$ cat src/rtl/gpio_pkg.sv
// Shared definitions for the GPIO port controller: default port width,
// register offsets (addr[4:2]) and the register-select enum used by the
// bus decoder.
package gpio_pkg;

    localparam int GPIO_WIDTH = 8;

    localparam logic [2:0] GPIO_DIR_OFF = 3'd0;
    localparam logic [2:0] GPIO_OUT_OFF = 3'd1;
    localparam logic [2:0] GPIO_IN_OFF  = 3'd2;
    localparam logic [2:0] GPIO_IE_OFF  = 3'd3;
    localparam logic [2:0] GPIO_IS_OFF  = 3'd4;
    localparam logic [2:0] GPIO_POL_OFF = 3'd5;

    typedef enum logic [2:0] {
        REG_DIR  = GPIO_DIR_OFF,
        REG_OUT  = GPIO_OUT_OFF,
        REG_IN   = GPIO_IN_OFF,
        REG_IE   = GPIO_IE_OFF,
        REG_IS   = GPIO_IS_OFF,
        REG_POL  = GPIO_POL_OFF,
        REG_RSV6 = 3'd6,
        REG_RSV7 = 3'd7
    } gpio_reg_e;

endpackage

$ cat src/rtl/gpio_port_ctrl_if.sv
// Single-cycle request/ack register bus between the peripheral
// interconnect (master) and one GPIO port controller (slave).
import gpio_pkg::*;

interface gpio_port_ctrl_if #(
    parameter int WIDTH = GPIO_WIDTH
);
    logic             req_i;
    logic             we_i;
    logic [4:0]       addr_i;
    logic [WIDTH-1:0] wdata_i;
    logic [WIDTH-1:0] rdata_o;
    logic             ack_o;

    modport master (
        output req_i, we_i, addr_i, wdata_i,
        input  rdata_o, ack_o
    );

    modport slave (
        input  req_i, we_i, addr_i, wdata_i,
        output rdata_o, ack_o
    );
endinterface

$ cat src/rtl/gpio_sync_deb.sv
// One-pin input conditioner: SYNC_STAGES-deep synchronizer, optionally
// followed by a stable-count debouncer when GPIO_PORT_DEBOUNCE_EN is
// defined. Without the macro the synchronizer output is passed straight out
// and no counter exists.
module gpio_sync_deb #(
    parameter int SYNC_STAGES = 2
`ifdef GPIO_PORT_DEBOUNCE_EN
    , parameter int DEB_CYCLES = 16
`endif
) (
    input  logic clk,
    input  logic rst_n,
    input  logic pad_i,
    output logic in_o
);

    logic [SYNC_STAGES-1:0] sync_r;

    // Shift the asynchronous pad value through the metastability chain.
    always_ff @(posedge clk or negedge rst_n) begin
        if (!rst_n) begin
            sync_r <= {SYNC_STAGES{1'b0}};
        end else begin
            sync_r <= {sync_r[SYNC_STAGES-2:0], pad_i};
        end
    end

`ifdef GPIO_PORT_DEBOUNCE_EN
    localparam int CNT_W = $clog2(DEB_CYCLES + 1);
    localparam logic [CNT_W-1:0] CNT_LAST = CNT_W'(DEB_CYCLES - 1);

    logic [CNT_W-1:0] cnt_r;
    logic             deb_r;

    // Accept a new level only after it has differed from the held value for
    // DEB_CYCLES consecutive clocks; any return to the held value restarts.
    always_ff @(posedge clk or negedge rst_n) begin
        if (!rst_n) begin
            cnt_r <= {CNT_W{1'b0}};
            deb_r <= 1'b0;
        end else if (sync_r[SYNC_STAGES-1] != deb_r) begin
            if (cnt_r == CNT_LAST) begin
                deb_r <= sync_r[SYNC_STAGES-1];
                cnt_r <= {CNT_W{1'b0}};
            end else begin
                cnt_r <= cnt_r + CNT_W'(1);
            end
        end else begin
            cnt_r <= {CNT_W{1'b0}};
        end
    end

    assign in_o = deb_r;
`else
    assign in_o = sync_r[SYNC_STAGES-1];
`endif

endmodule

$ cat src/rtl/gpio_port_ctrl.sv
// Device-side controller for one bidirectional GPIO port: DIR/OUT/IE/POL
// registers, synchronized pad input, per-pin edge detection into RW1C
// pending bits and a registered port interrupt. Optional input debounce is
// enabled with the GPIO_PORT_DEBOUNCE_EN macro.
import gpio_pkg::*;

module gpio_port_ctrl #(
    parameter int WIDTH       = GPIO_WIDTH,
    parameter int SYNC_STAGES = 2
`ifdef GPIO_PORT_DEBOUNCE_EN
    , parameter int DEB_CYCLES = 16
`endif
) (
    input  logic              clk,
    input  logic              rst_n,
    gpio_port_ctrl_if.slave   bus,
    input  logic [WIDTH-1:0]  pad_in_i,
    output logic [WIDTH-1:0]  pad_out_o,
    output logic [WIDTH-1:0]  pad_oe_o,
    output logic              irq_o
);

    logic [WIDTH-1:0] dir_r;
    logic [WIDTH-1:0] out_r;
    logic [WIDTH-1:0] ie_r;
    logic [WIDTH-1:0] is_r;
    logic [WIDTH-1:0] pol_r;
    logic [WIDTH-1:0] prev_r;
    logic [WIDTH-1:0] rdata_r;
    logic             ack_r;
    logic             irq_r;

    logic [WIDTH-1:0] in_s;
    logic [WIDTH-1:0] rd_mux_s;
    logic [WIDTH-1:0] w1c_s;
    logic [WIDTH-1:0] evt_s;
    logic             wr_en_s;
    gpio_reg_e        reg_sel_s;

    for (genvar i = 0; i < WIDTH; i++) begin : g_pin
        gpio_sync_deb #(
            .SYNC_STAGES (SYNC_STAGES)
`ifdef GPIO_PORT_DEBOUNCE_EN
            , .DEB_CYCLES (DEB_CYCLES)
`endif
        ) u_sync_deb (
            .clk   (clk),
            .rst_n (rst_n),
            .pad_i (pad_in_i[i]),
            .in_o  (in_s[i])
        );
    end

    assign reg_sel_s = gpio_reg_e'(bus.addr_i[4:2]);
    assign wr_en_s   = bus.req_i & bus.we_i;

    // A pin's event is its rising edge when POL=1, falling edge when POL=0.
    assign evt_s = (pol_r & in_s & ~prev_r) | (~pol_r & ~in_s & prev_r);

    // Read data selection; reserved offsets read as zero.
    always_comb begin
        rd_mux_s = {WIDTH{1'b0}};
        case (reg_sel_s)
            REG_DIR: rd_mux_s = dir_r;
            REG_OUT: rd_mux_s = out_r;
            REG_IN:  rd_mux_s = in_s;
            REG_IE:  rd_mux_s = ie_r;
            REG_IS:  rd_mux_s = is_r;
            REG_POL: rd_mux_s = pol_r;
            default: rd_mux_s = {WIDTH{1'b0}};
        endcase
    end

    // Write-one-to-clear mask for the pending register.
    always_comb begin
        if (wr_en_s && (reg_sel_s == REG_IS)) begin
            w1c_s = bus.wdata_i;
        end else begin
            w1c_s = {WIDTH{1'b0}};
        end
    end

    // Bus response, register writes, edge history, pending bits and irq.
    always_ff @(posedge clk or negedge rst_n) begin
        if (!rst_n) begin
            dir_r   <= {WIDTH{1'b0}};
            out_r   <= {WIDTH{1'b0}};
            ie_r    <= {WIDTH{1'b0}};
            is_r    <= {WIDTH{1'b0}};
            pol_r   <= {WIDTH{1'b0}};
            prev_r  <= {WIDTH{1'b0}};
            rdata_r <= {WIDTH{1'b0}};
            ack_r   <= 1'b0;
            irq_r   <= 1'b0;
        end else begin
            ack_r   <= bus.req_i;
            rdata_r <= (bus.req_i && !bus.we_i) ? rd_mux_s : {WIDTH{1'b0}};
            prev_r  <= in_s;
            // A new event outranks a clear of the same bit.
            is_r    <= (is_r & ~w1c_s) | evt_s;
            irq_r   <= |(is_r & ie_r);
            if (wr_en_s) begin
                case (reg_sel_s)
                    REG_DIR: dir_r <= bus.wdata_i;
                    REG_OUT: out_r <= bus.wdata_i;
                    REG_IE:  ie_r  <= bus.wdata_i;
                    REG_POL: pol_r <= bus.wdata_i;
                    default: dir_r <= dir_r;
                endcase
            end
        end
    end

    assign bus.ack_o   = ack_r;
    assign bus.rdata_o = rdata_r;
    assign pad_out_o   = out_r;
    assign pad_oe_o    = dir_r;
    assign irq_o       = irq_r;

endmodule
$ cat src/flat_wrapper.sv
// flat-port wrapper written by rule: the top's interface ports become plain ports
module gpio_port_ctrl_flat 
#(
    parameter int WIDTH       = GPIO_WIDTH,
    parameter int SYNC_STAGES = 2

)
  (clk, rst_n, pad_in_i, pad_out_o, pad_oe_o, irq_o, bus_req_i, bus_we_i, bus_addr_i, bus_wdata_i, bus_rdata_o, bus_ack_o);
  gpio_port_ctrl_if #(.WIDTH(WIDTH)) bus_i ();
  input  logic clk;
  input  logic rst_n;
  input  logic [WIDTH-1:0] pad_in_i;
  output logic [WIDTH-1:0] pad_out_o;
  output logic [WIDTH-1:0] pad_oe_o;
  output logic irq_o;
  input wire logic [$bits(bus_i.req_i)-1:0] bus_req_i;
  input wire logic [$bits(bus_i.we_i)-1:0] bus_we_i;
  input wire logic [$bits(bus_i.addr_i)-1:0] bus_addr_i;
  input wire logic [$bits(bus_i.wdata_i)-1:0] bus_wdata_i;
  output wire logic [$bits(bus_i.rdata_o)-1:0] bus_rdata_o;
  output wire logic [$bits(bus_i.ack_o)-1:0] bus_ack_o;
  assign bus_i.req_i = bus_req_i;
  assign bus_i.we_i = bus_we_i;
  assign bus_i.addr_i = bus_addr_i;
  assign bus_i.wdata_i = bus_wdata_i;
  assign bus_rdata_o = bus_i.rdata_o;
  assign bus_ack_o = bus_i.ack_o;
  gpio_port_ctrl #(.WIDTH(WIDTH), .SYNC_STAGES(SYNC_STAGES)) u_core (.clk(clk), .rst_n(rst_n), .bus(bus_i), .pad_in_i(pad_in_i), .pad_out_o(pad_out_o), .pad_oe_o(pad_oe_o), .irq_o(irq_o));
endmodule
$ cat config.mk
export PLATFORM = sky130hd
export DESIGN_NAME = gpio_port_ctrl_flat
export DESIGN_NICKNAME = d
export VERILOG_FILES = /design/src/rtl/gpio_pkg.sv /design/src/rtl/gpio_port_ctrl_if.sv /design/src/rtl/gpio_sync_deb.sv /design/src/rtl/gpio_port_ctrl.sv /design/src/flat_wrapper.sv
export SDC_FILE = /design/constraint.sdc
export NUM_CORES = 1
export LEC_CHECK = 0
export ABC_CLOCK_PERIOD_IN_PS = 2100
export CAP_MARGIN = 20
export CORE_MARGIN = 1
export CORE_UTILIZATION = 55
export CTS_CLUSTER_DIAMETER = 60
export DETAILED_ROUTE_END_ITERATION = 8
export DONT_BUFFER_PORTS = 1
export PLACE_DENSITY_LB_ADDON = 0.08
export REMOVE_ABC_BUFFERS = 1
export SLEW_MARGIN = 10
export SYNTH_ARGS = -nofsm -noshare
export SYNTH_HDL_FRONTEND = slang
export SYNTH_SLANG_ARGS = --single-unit
$ cat constraint.sdc
create_clock -name clk -period 2.1 [get_ports clk]
set_input_delay 0.63 -clock clk [delete_from_list [all_inputs] [get_ports clk]]
set_output_delay 0.63 -clock clk [all_outputs]
set_load 0.01 [all_outputs]
==> impl_metrics.yaml, run 1 <==
critical_path:
  cp-startpoint: "bus_we_i"
  path_cells: "nand2_2 -> nor2_2 -> and3_1 -> mux2_2"
  critPathKind: "input pin to flip-flop"
  rr_startpoint: "u_core.pad_oe_o[5]"
  critPathCaptureType: "flip-flop"
  cp-start-kind: "input pin"
  slowest_delay_ps: 450
  worstPathMaxFanout: 8
  worstPathRequired_ps: 2320
  crit_slowest_cell: "and3_1"
  critPathBufInv: 0
  critPathArrivalTime_ps: 1650
  cpLargestDelayFamily: "simple AND/OR/NAND/NOR gates"
detailed_routing:
  wl_per_cell_um: 19.5
  vias_per_cell: 5.90
  route.vias.total: 1854
  top_layer: "met4"
  drc: 0
  drt_iter0_markers: 166
  postRouteWirelength_um: 6130
  wl_met1_um: 2530
  wl_met2_um: 3080
  drtAntennaViolNets: 0
  wl_met3_um: 432
  first_pass_iters: 4
grt:
  grt_max_degree: 75
  grt_pass1_vias: 2034
  grt_usage_pct: 23.3
  grt_overflow_total: 0
  antenna_found_initial: 0
  grt_first_pass_wirelength_um: 10100
timing:
  finalHoldViolCount: 74
  setup-violations-final: 0
  slew_viol_final: 0
  fin_hold_ws_ps: -28.1
  min_period_over_period_pct: 68.3
  min_period_ps: 1430
  fin_tns_setup_ps: 0
  worst_pin_slew_ps: 577
  slew_headroom_pct: 61.5
  max_freq_mhz: 697
  grt_setup_unrepaired: "false"
  fin_skew_ps: 14.6
clocking:
  numCtsBuffers: 9
  cts_tree: "done"
  cts_resized: 0
  cts.sinks: 74
  cts_root_buf: "clkbuf_8"
  htree_levels: 3
  postCtsSetupRepairBufs: 0
  clock_latency_ps: 340
  cts_buffer_depth: 2
  path_clk_slew_ps: 80
outcome:
  violations: "negative hold slack"
  status: "finished, violations left"
logic_synthesis:
  synthAdderAreaFrac_pct: 0
  syn_area_per_cell_um2: 13.2
  yosysWarnings: 0
  syn_area_um2: 3060
  synth_compound_area_share_pct: 9.38
  synth-seq-cells: 74
  synth_top_family_by_area: "multiplexers"
  synthMuxAreaShare_pct: 18.0
  synth_cells: 232
  synth_simple_gate_area_share_pct: 8.72
  synth_xor_area_share_pct: 0
  ys_types: 30
  ys_seq_area_share_pct: 60.6
floorplan:
  dieArea_um2: 5860
  coreArea_um2: 5240
  die_width_um: 76.5
  initial_core_util_pct: 58.3
  die_h_um: 76.5
  num_rows: 26
  ios: 51
layout:
  drive_gt1_share_pct: 27.5
  final_common_cell: "dfrtp_1"
  syn_to_final_growth_pct: 8.15
  multi_input_area_um2: 1100
  regArea_um2: 1850
  final-instance-count-excl-fill: 314
  n_fill_cell: 391
  nets: 264
  final_cell_mix: "dfrtp_1, mux2_2, nand2_1"
  diodes: 0
  final_cell_area_um2: 3300
power:
  leakage_nw: 1.43
  power_density_nw_per_um2: 982
  max-vdd-ir-drop_uv: 619
run:
  cap_violations: 0
place:
  io_buffer_count: 0
  dp_cells: 298
  place_area_um2: 3110
  dp_hpwl_um: 4150
  gp_congestion: 0.824
min_path:
  hold_class: "input pin to async pin"
worst paths after layout:
kind	end	slack (ps)	depth (start not counted)
worst min-delay path	u_core.pol_r[0]	-30	0
min in group clk	u_core.g_pin[0].u_sync_deb.sync_r[0]	320	0
worst min register to register	u_core.g_pin[7].u_sync_deb.sync_r[1]	350	0
max in group asynchronous	u_core.pad_out_o[5]	2020	0
worst max-delay path	u_core.ie_r[3]	670	4
worst max register to register	u_core.bus.rdata_o[5]	900	3
layout make-up:
class	count	area share (%)
clock buffer	14	4.92
clock inverter	2	1.06
inverter	9	1.02
multi-input combinational	141	33.4
sequential	74	56.0
tap	70	2.65
timing repair buffer	4	0.909
cell usage after synthesis:
master | number | area (µm²)
nand2b_1 | 1 | 6.26
dfrtp_1 | 74 | 1850
o21a_1 | 2 | 15.0
mux2_2 | 32 | 360
nor2b_1 | 3 | 18.8
a22oi_1 | 6 | 45.0
nand2_2 | 2 | 12.5
inv_1 | 9 | 33.8
buf_6 | 3 | 33.8
nand3_4 | 1 | 17.5
buf_2 | 2 | 10.0
nor2_2 | 2 | 12.5
o22ai_1 | 2 | 12.5
nand3_1 | 2 | 10.0
a31oi_1 | 1 | 6.26
nand4_1 | 1 | 6.26
o21ai_0 | 6 | 30.0
nor3b_1 | 2 | 15.0
nor3_4 | 1 | 16.3
and3_1 | 1 | 6.26
buf_4 | 3 | 22.5
mux2i_1 | 10 | 100
a21oi_1 | 5 | 25.0
or3_1 | 1 | 6.26
mux4_2 | 4 | 90.1
nand2_1 | 24 | 90.1
a211oi_1 | 3 | 22.5
nor2_1 | 13 | 48.8
o211ai_1 | 8 | 60.1
o21ai_2 | 8 | 70.1
per-layer routing:
metal	up-vias	track usage, %
met2	66	38.4
met4	0	10.0
met3	10	7.54
met5	-	0
li1	831	-
met1	947	28.1
logic make-up (layout without fill, tap and decap cells):
| kind of cell | count (synthesis) | in the layout |
|---|---|---|
| compound gates | 41 | 41 |
| buf+inv | 17 | 29 |
| flops | 74 | 74 |
| mux | 46 | 46 |
| simple gates | 54 | 54 |
per-stage QoR:
step / setup slack [ps] / total power, mW / hold WS (ps) / util, %
CTS: 679 / 3.27 / -34.9 / 63.1
detailed placement: 331 / 2.17 / 336 / 59.3
floorplan: 503 / 2.07 / 331 / -
global route: 647 / 3.39 / -48.2 / 63.1
global placement: 354 / 2.14 / 332 / 59.3
finish: 665 / 3.24 / -28.1 / 63.1
report_power, final:
part	leakage (nW)	internal [mW]	switching [mW]
Combinational	0.460	0.206	0.121
Sequential	0.874	1.61	0.202
Clock	0.101	0.614	0.487
Total	1.43	2.43	0.811
sequential cells by signal, summed over array words and instances, names as in the netlist:
signal,count
u_core.irq_o,1
u_core.g_pin.u_sync_deb.sync_r,16
u_core.is_r,8
u_core.bus.rdata_o,8
u_core.ie_r,8
u_core.pad_oe_o,8
u_core.bus.ack_o,1
u_core.pad_out_o,8
u_core.prev_r,8
u_core.pol_r,8
No activity file was read; power rests on OpenSTA's default activity.
==> run 2: changes to the inputs <==
ABC_CLOCK_PERIOD_IN_PS = 1400   (was 2100)
clock period = 1.4 ns   (was 2.1 ns; I/O delays follow)
==> impl_metrics.yaml, run 2 (synthesis gave the netlist of run 1 again) <==
detailed_routing:
  wl_per_cell_um: 19.4
  drc: 0
  postRouteWirelength_um: 6200
  drtAntennaViolNets: 0
  vias_per_cell: 6.02
  route.vias.total: 1926
  first_pass_iters: 5
  drt_iter0_markers: 112
min_path:
  hold_class: "input pin to async pin"
floorplan:
  initial_core_util_pct: 58.3
  coreArea_um2: 5240
  num_rows: 26
  die_h_um: 76.5
  ios: 51
  dieArea_um2: 5860
  die_width_um: 76.5
layout:
  final_common_cell: "dfrtp_1"
  regArea_um2: 1850
  final-instance-count-excl-fill: 320
  multi_input_area_um2: 1100
  syn_to_final_growth_pct: 9.13
  largest_reg_flops: 16
  nets: 270
  drive_gt1_share_pct: 29.6
  n_fill_cell: 402
  diodes: 0
  top_register: "u_core.g_pin.u_sync_deb.sync_r"
  final_cell_mix: "dfrtp_1, mux2_2, nand2_1"
grt:
  grt_pass1_vias: 2020
  grt_first_pass_wirelength_um: 10000
  grt_usage_pct: 23.1
  grt_overflow_total: 0
  antenna_found_initial: 0
  grt_max_degree: 75
critical_path:
  cp-start-kind: "flip-flop"
  rr_startpoint: "u_core.pad_oe_o[5]"
  critPathCaptureType: "primary output"
  worstPathRequired_ps: 980
  worstPathMaxFanout: 3
  critPathArrivalTime_ps: 790
  critPathKind: "flip-flop to primary output"
  reg2reg_setup_slack_ps: 200
  crit_cells: 0
  reg2reg_to: "u_core.bus.rdata_o[5]"
  reg2regPathDepth: 3
place:
  dp_hpwl_um: 4210
  io_buffer_count: 0
  dp_cells: 304
  dp_slack_ps: -40.8
  gp_congestion: 0.801
power:
  power_density_nw_per_um2: 1420
  leakage_nw: 1.46
  max-vdd-ir-drop_uv: 884
  total_power_mw: 4.72
timing:
  min_period_ps: 1210
  slew_viol_final: 0
  fin_hold_ws_ps: -242
  max_freq_mhz: 829
  min_period_over_period_pct: 86.2
  fin_tns_setup_ps: 0
  grt_setup_unrepaired: "false"
  fin_skew_ps: 4.70
  setup_slack_ps: 193
  setup-violations-final: 0
  worst_pin_slew_ps: 336
  finalHoldViolCount: 74
  slew_headroom_pct: 77.5
clocking:
  numCtsBuffers: 9
  cts_buffer_depth: 2
  clock_latency_ps: 350
  path_clk_slew_ps: 70
  cts_root_buf: "clkbuf_8"
  cts_tree: "done"
  cts_resized: 0
  htree_levels: 3
  cts.sinks: 74
run:
  cap_violations: 0
outcome:
  status: "finished, violations left"
  violations: "negative hold slack"
run 2: report_power, final:
part	internal [mW]	total [mW]	leakage [nW]	switching [mW]
sequential	2.42	2.73	0.874	0.309
combinational	0.314	0.497	0.490	0.184
clock	0.784	1.50	0.0965	0.714
run 2: cell type report:
type	count	area share [%]
clock buffers	14	5.18
clock inverters	2	0.300
well taps	70	2.63
multi-input cells	141	33.1
repair buffers	10	2.25
flip-flops and latches	74	55.5
inverters	9	1.01
run 2: what timing repair did:
item,in CTS,in global routing
endpoints found under the setup margin,0,0
setup buffers,0,0
endpoints found under the hold margin,74,74
run 2: per-layer routing:
layer	GRT usage (%)	vias to the layer above	wire [µm]	part of all wire, %
met4	11.7	0	146	2.4
li1	-	844	-	-
met1	29.1	960	2630	42
met5	0	-	0	0
met3	7.90	20	520	8.4
met2	35.4	102	2900	47
run 2: worst max path at each step:
stage / startpoint / slack, ps / end
finish: u_core.pad_out_o[0] / 190 / pad_out_o[0]
floorplan: bus_we_i / 10 / u_core.ie_r[0]
CTS: u_core.pad_out_o[4] / 180 / pad_out_o[4]
global route: u_core.pad_oe_o[5] / 110 / u_core.bus.rdata_o[5]
detailed placement: bus_addr_i[3] / -40 / u_core.pad_out_o[2]
global placement: bus_addr_i[3] / 10 / u_core.pad_out_o[2]
run 2: per-stage QoR:
step / util (%) / cell area (µm²)
2_1_floorplan: - / 2990
3_3_place_gp: 60.2 / 3150
3_5_place_dp: 60.2 / 3150
4_1_cts: 63.7 / 3330
5_1_grt: 63.7 / 3330
6_report: 63.7 / 3330
==> run 3: changes to the inputs <==
CELL_PAD_IN_SITES_DETAIL_PLACEMENT = 0   (was unset)
CELL_PAD_IN_SITES_GLOBAL_PLACEMENT = 1   (was unset)
CORE_UTILIZATION = 50   (was 55)
SYNTH_HIERARCHICAL = 1   (was unset)
==> impl_metrics.yaml, run 3 <==
detailed_routing:
  postRouteWirelength_um: 6110
  drc: 0
  wl_per_cell_um: 18.3
  first_pass_iters: 4
  route.vias.total: 1901
  drt_iter0_markers: 128
  vias_per_cell: 5.69
  drtAntennaViolNets: 0
critical_path:
  slowest_delay_ps: 470
  crit_slowest_cell: "mux4_2"
  critPathCaptureType: "flip-flop"
  reg2reg_setup_slack_ps: 160
  worstPathMaxFanout: 3
  path_cells: "mux4_2 -> a21oi_1 -> nor2_1"
  critPathArrivalTime_ps: 1450
  cp-start-kind: "flip-flop"
  critPathKind: "flip-flop to flip-flop"
  worstPathRequired_ps: 1620
place:
  place_area_um2: 3170
  io_buffer_count: 0
  dp_slack_ps: -154
  dp_hpwl_um: 4060
  dp_cells: 318
  gp_congestion: 0.830
logic_synthesis:
  yosysTopAreaCell: "dfrtp_1"
  synth_cells: 240
  synth-edff-count: 0
  synth_top_area_share_pct: 60.9
  ys.flop_type: "dfrtp_1"
  ys_types: 30
  syn_area_um2: 3040
  ys_seq_area_share_pct: 60.9
  synth-seq-cells: 74
  yosysWarnings: 6
  synth_common_cells: "dfrtp_1, nand2_1, mux2_2"
  synthArstFlopShare_pct: 100
  synth_area_leaders: "dfrtp_1, mux2_2, mux2i_1, mux2_4, nand2_1"
  syn_area_per_cell_um2: 12.7
  synth.most_common_cell: "dfrtp_1"
grt:
  grt_max_degree: 75
  grt.busiest_layer: "met2"
  antenna_found_initial: 0
  use_met1_pct: 27.0
  grt_overflow_total: 0
  grt_usage_pct: 21.0
  grt_first_pass_wirelength_um: 9500
  grt_pass1_vias: 1905
  grt_use_met2_pct: 32.2
  use_met3_pct: 5.49
floorplan:
  num_rows: 28
  initial_core_util_pct: 51.6
  ios: 51
  dieArea_um2: 6390
  die_width_um: 80.0
  coreArea_um2: 5890
  die_h_um: 80.0
layout:
  multi_input_area_um2: 1120
  nets: 279
  final_cell_mix: "dfrtp_1, nand2_1, mux2_2"
  largest_reg_flops: 16
  regArea_um2: 1850
  syn_to_final_growth_pct: 11.5
  final-instance-count-excl-fill: 334
  drive_gt1_share_pct: 26.3
  final_cell_area_um2: 3390
  diodes: 0
  top_register: "u_core/g_pin.u_sync_deb/sync_r"
  n_fill_cell: 498
  final_common_cell: "dfrtp_1"
clocking:
  cts_tree: "done"
  cts_buffer_depth: 2
  cts.sinks: 74
  clock_latency_ps: 340
  htree_levels: 3
  cts_resized: 0
  cts_root_buf: "clkbuf_8"
  postCtsSetupRepairBufs: 0
  path_clk_slew_ps: 70
  numCtsBuffers: 9
timing:
  fin_tns_setup_ps: 0
  max_freq_mhz: 809
  min_period_ps: 1240
  fin_hold_ws_ps: -234
  setup_slack_ps: 163
  fin_skew_ps: 6.09
  worst_pin_slew_ps: 367
  grt_setup_unrepaired: "false"
  slew_headroom_pct: 75.5
  slew_viol_final: 0
  min_period_over_period_pct: 88.3
  setup-violations-final: 0
  finalHoldViolCount: 74
min_path:
  hold_class: "input pin to async pin"
outcome:
  violations: "negative hold slack"
  status: "finished, violations left"
power:
  max-vdd-ir-drop_uv: 834
  leakage_nw: 1.49
  power_density_nw_per_um2: 1490
run:
  cap_violations: 0
[run 3: area by class of cell]
class | count | area share [%]
flip-flops and latches | 74 | 54.7
multi-input cells | 155 | 33.1
clock buffers | 11 | 4.17
repair buffers | 13 | 2.88
well taps | 75 | 2.77
clock inverters | 5 | 2.29
inverters | 1 | 0.111
[run 3: where the power goes]
group          internal, mW  switching [mW]
clock network          1.05           0.760
registers              2.42           0.301
logic                 0.344           0.193
[run 3: metal layers]
metal | routed length (µm) | share of wire [%]
met5 | 0 | 0
met4 | 115 | 1.9
met3 | 319 | 5.2
met2 | 2890 | 47
met1 | 2780 | 45
[run 3: critical path, delay by kind of cell (launching register included)]
kind	cells	cell delay (ps)
flops	1	430
simple gates	1	50
mux	1	470
compound gates	1	150
[run 3: final timing paths]
kind                                                   endpoint                                  from  cells past startpoint
setup / recovery                          u_core/bus.rdata_o[5]                    u_core/pad_oe_o[5]                      3
hold / removal             u_core/g_pin[1].u_sync_deb/sync_r[0]                                 rst_n                      0
setup reg to reg                          u_core/bus.rdata_o[5]                    u_core/pad_oe_o[5]                      3
hold reg to reg            u_core/g_pin[7].u_sync_deb/sync_r[1]  u_core/g_pin[7].u_sync_deb/sync_r[0]                      0
max in group asynchronous                      u_core/prev_r[4]                                 rst_n                      0
min in group clk           u_core/g_pin[2].u_sync_deb/sync_r[0]                           pad_in_i[2]                      0
[run 3: through the flow]
| stage | power [mW] | utilization (%) |
|---|---|---|
| 5_1_grt | 5.30 | 57.6 |
| 3_5_place_dp | 3.30 | 53.8 |
| 2_1_floorplan | 3.14 | - |
| 3_3_place_gp | 3.26 | 53.8 |
| 6_report | 5.06 | 57.6 |
| 4_1_cts | 5.11 | 57.6 |
[run 3: cells by family (layout without fill, tap and decap cells)]
| family | count (synthesis) | after routing | share of synthesized area, % |
|---|---|---|---|
| DFF | 74 | 74 | 60.9 |
| and+or+nand+nor | 63 | 63 | 9.35 |
| AOI/OAI and AO/OA | 44 | 44 | 8.98 |
| muxes | 48 | 48 | 18.6 |
| buffers and inverters | 11 | 30 | 2.14 |
==> RTL edit: new RTL, config.mk and constraints of run 3 <==
Remove the register `irq_r`: a continuous assignment takes its place, so the output `irq_o` follows one clock earlier.
--- a/src/rtl/gpio_port_ctrl.sv
+++ b/src/rtl/gpio_port_ctrl.sv
@@ -91,14 +91,12 @@
             prev_r  <= {WIDTH{1'b0}};
             rdata_r <= {WIDTH{1'b0}};
             ack_r   <= 1'b0;
-            irq_r   <= 1'b0;
         end else begin
             ack_r   <= bus.req_i;
             rdata_r <= (bus.req_i && !bus.we_i) ? rd_mux_s : {WIDTH{1'b0}};
             prev_r  <= in_s;
             // A new event outranks a clear of the same bit.
             is_r    <= (is_r & ~w1c_s) | evt_s;
-            irq_r   <= |(is_r & ie_r);
             if (wr_en_s) begin
                 case (reg_sel_s)
                     REG_DIR: dir_r <= bus.wdata_i;
@@ -111,6 +109,8 @@
         end
     end
 
+    assign irq_r = |(is_r & ie_r);
+
     assign bus.ack_o   = ack_r;
     assign bus.rdata_o = rdata_r;
     assign pad_out_o   = out_r;
Function: changed (Yosys sat finds a counterexample within 4 cycles, from zero or initial values and one cycle with rst_n low).
==> RTL edit against run 3 <==
The run ends with hold timing, setup timing left. Global-route usage up 0.79 points. Area after synthesis fell by 0.82%. Design area decreased by 1.5%. Core utilization grew 1.6 points. Sequential cell count down 1. Wire length up 3.6%. Setup slack lost 0.34 ns. Combinational power is 7.3% higher. Power is 7.8% lower. Largest cell class unchanged. Largest power group unchanged.
==> RTL edit: results (changes against run 3) <==
----------------------------------------------------
[Timing]
  WHS ... -0.230 ns (+0.00344 ns)
  Setup ws final ... -0.178 ns (-0.341 ns)
  Final hold violation count ... 73 (-1.4%)
  Final-layout setup total negative slack ... -0.178 ns (-0.178 ns)
  Setup violation total in the final timing report ... 1 (+1)
  Slew HR ... 0.737 (-0.0178)

[Final layout]
  Final std cells w/o fill ... 331 (-0.90%)
  Multi-input logic area ... 0.00114 mm2 (+1.8%)
  Buffer count excluding the clock tree in the final layout ... 15 (+2)
  Sequential Area ... 0.00183 mm2 (-1.4%)
  Flip-flop and latch count ... 73 (-1.4%)

[Setup path]
  Critical-path cell with the highest stage delay ... sky130_fd_sc_hd__dfrtp_1

[Placement]
  Placed Instances ... 313 (-1.6%)

[Routing]
  Met2 WL post-DR ... 3010 um (+4.1%)
  First-iteration detailed-routing DRC count ... 228 (+78%)
  Wire length on met1 ... 2730 um (-1.8%)

[Power]
  Cell leakage power ... 1.47 nW (-1.8%)

[Synthesis]
  Avg Cell Area, Syn ... 12.6 um2 (-0.41%)

[Clocking]
  Resized Gates After CTS ... 4 (+4)

[GRT]
  Overall global routing resource usage ... 0.218 (+0.00787)
  Pin count of the biggest net entering global routing ... 74 (-1.3%)
  Met1 track demand over resource in global routing ... 0.293 (+0.0230)
  Via count of the first global-routing pass ... 2,011 (+5.6%)
  Routing usage on met2 ... 0.332 (+0.00940)

[Outcome]
  Result of the run ... finished with violations
  Failing checks ... hold timing, setup timing

----------------------------------------------------
## RTL edit: per-stage QoR
stage	total power, mW	worst slack (ns)
6_report	4.67	-0.178
5_1_grt	4.90	-0.227
4_1_cts	4.72	-0.191
3_5_place_dp	3.28	-0.152
3_3_place_gp	3.22	-0.143
2_1_floorplan	3.10	-0.0837
## RTL edit: cell families (layout without fill, tap and decap cells)
kind of cell	count (synthesis)	in the layout	share of synthesized area
AO/OA/AOI/OAI	44	44	0.0905
buffers and inverters	11	31	0.0216
flip-flops	73	73	0.606
multiplexers	48	48	0.188
AND/OR/NAND/NOR	63	63	0.0942
## RTL edit: power by group through the flow
| stage | sequential [mW] | clock (mW) | combinational (mW) |
|---|---|---|---|
| 3_5_place_dp | 2.73 | 0 | 0.546 |
| 5_1_grt | 2.74 | 1.54 | 0.630 |
| 3_3_place_gp | 2.71 | 0 | 0.513 |
| 6_report | 2.69 | 1.40 | 0.576 |
| 4_1_cts | 2.70 | 1.44 | 0.578 |
| 2_1_floorplan | 2.65 | 0 | 0.452 |
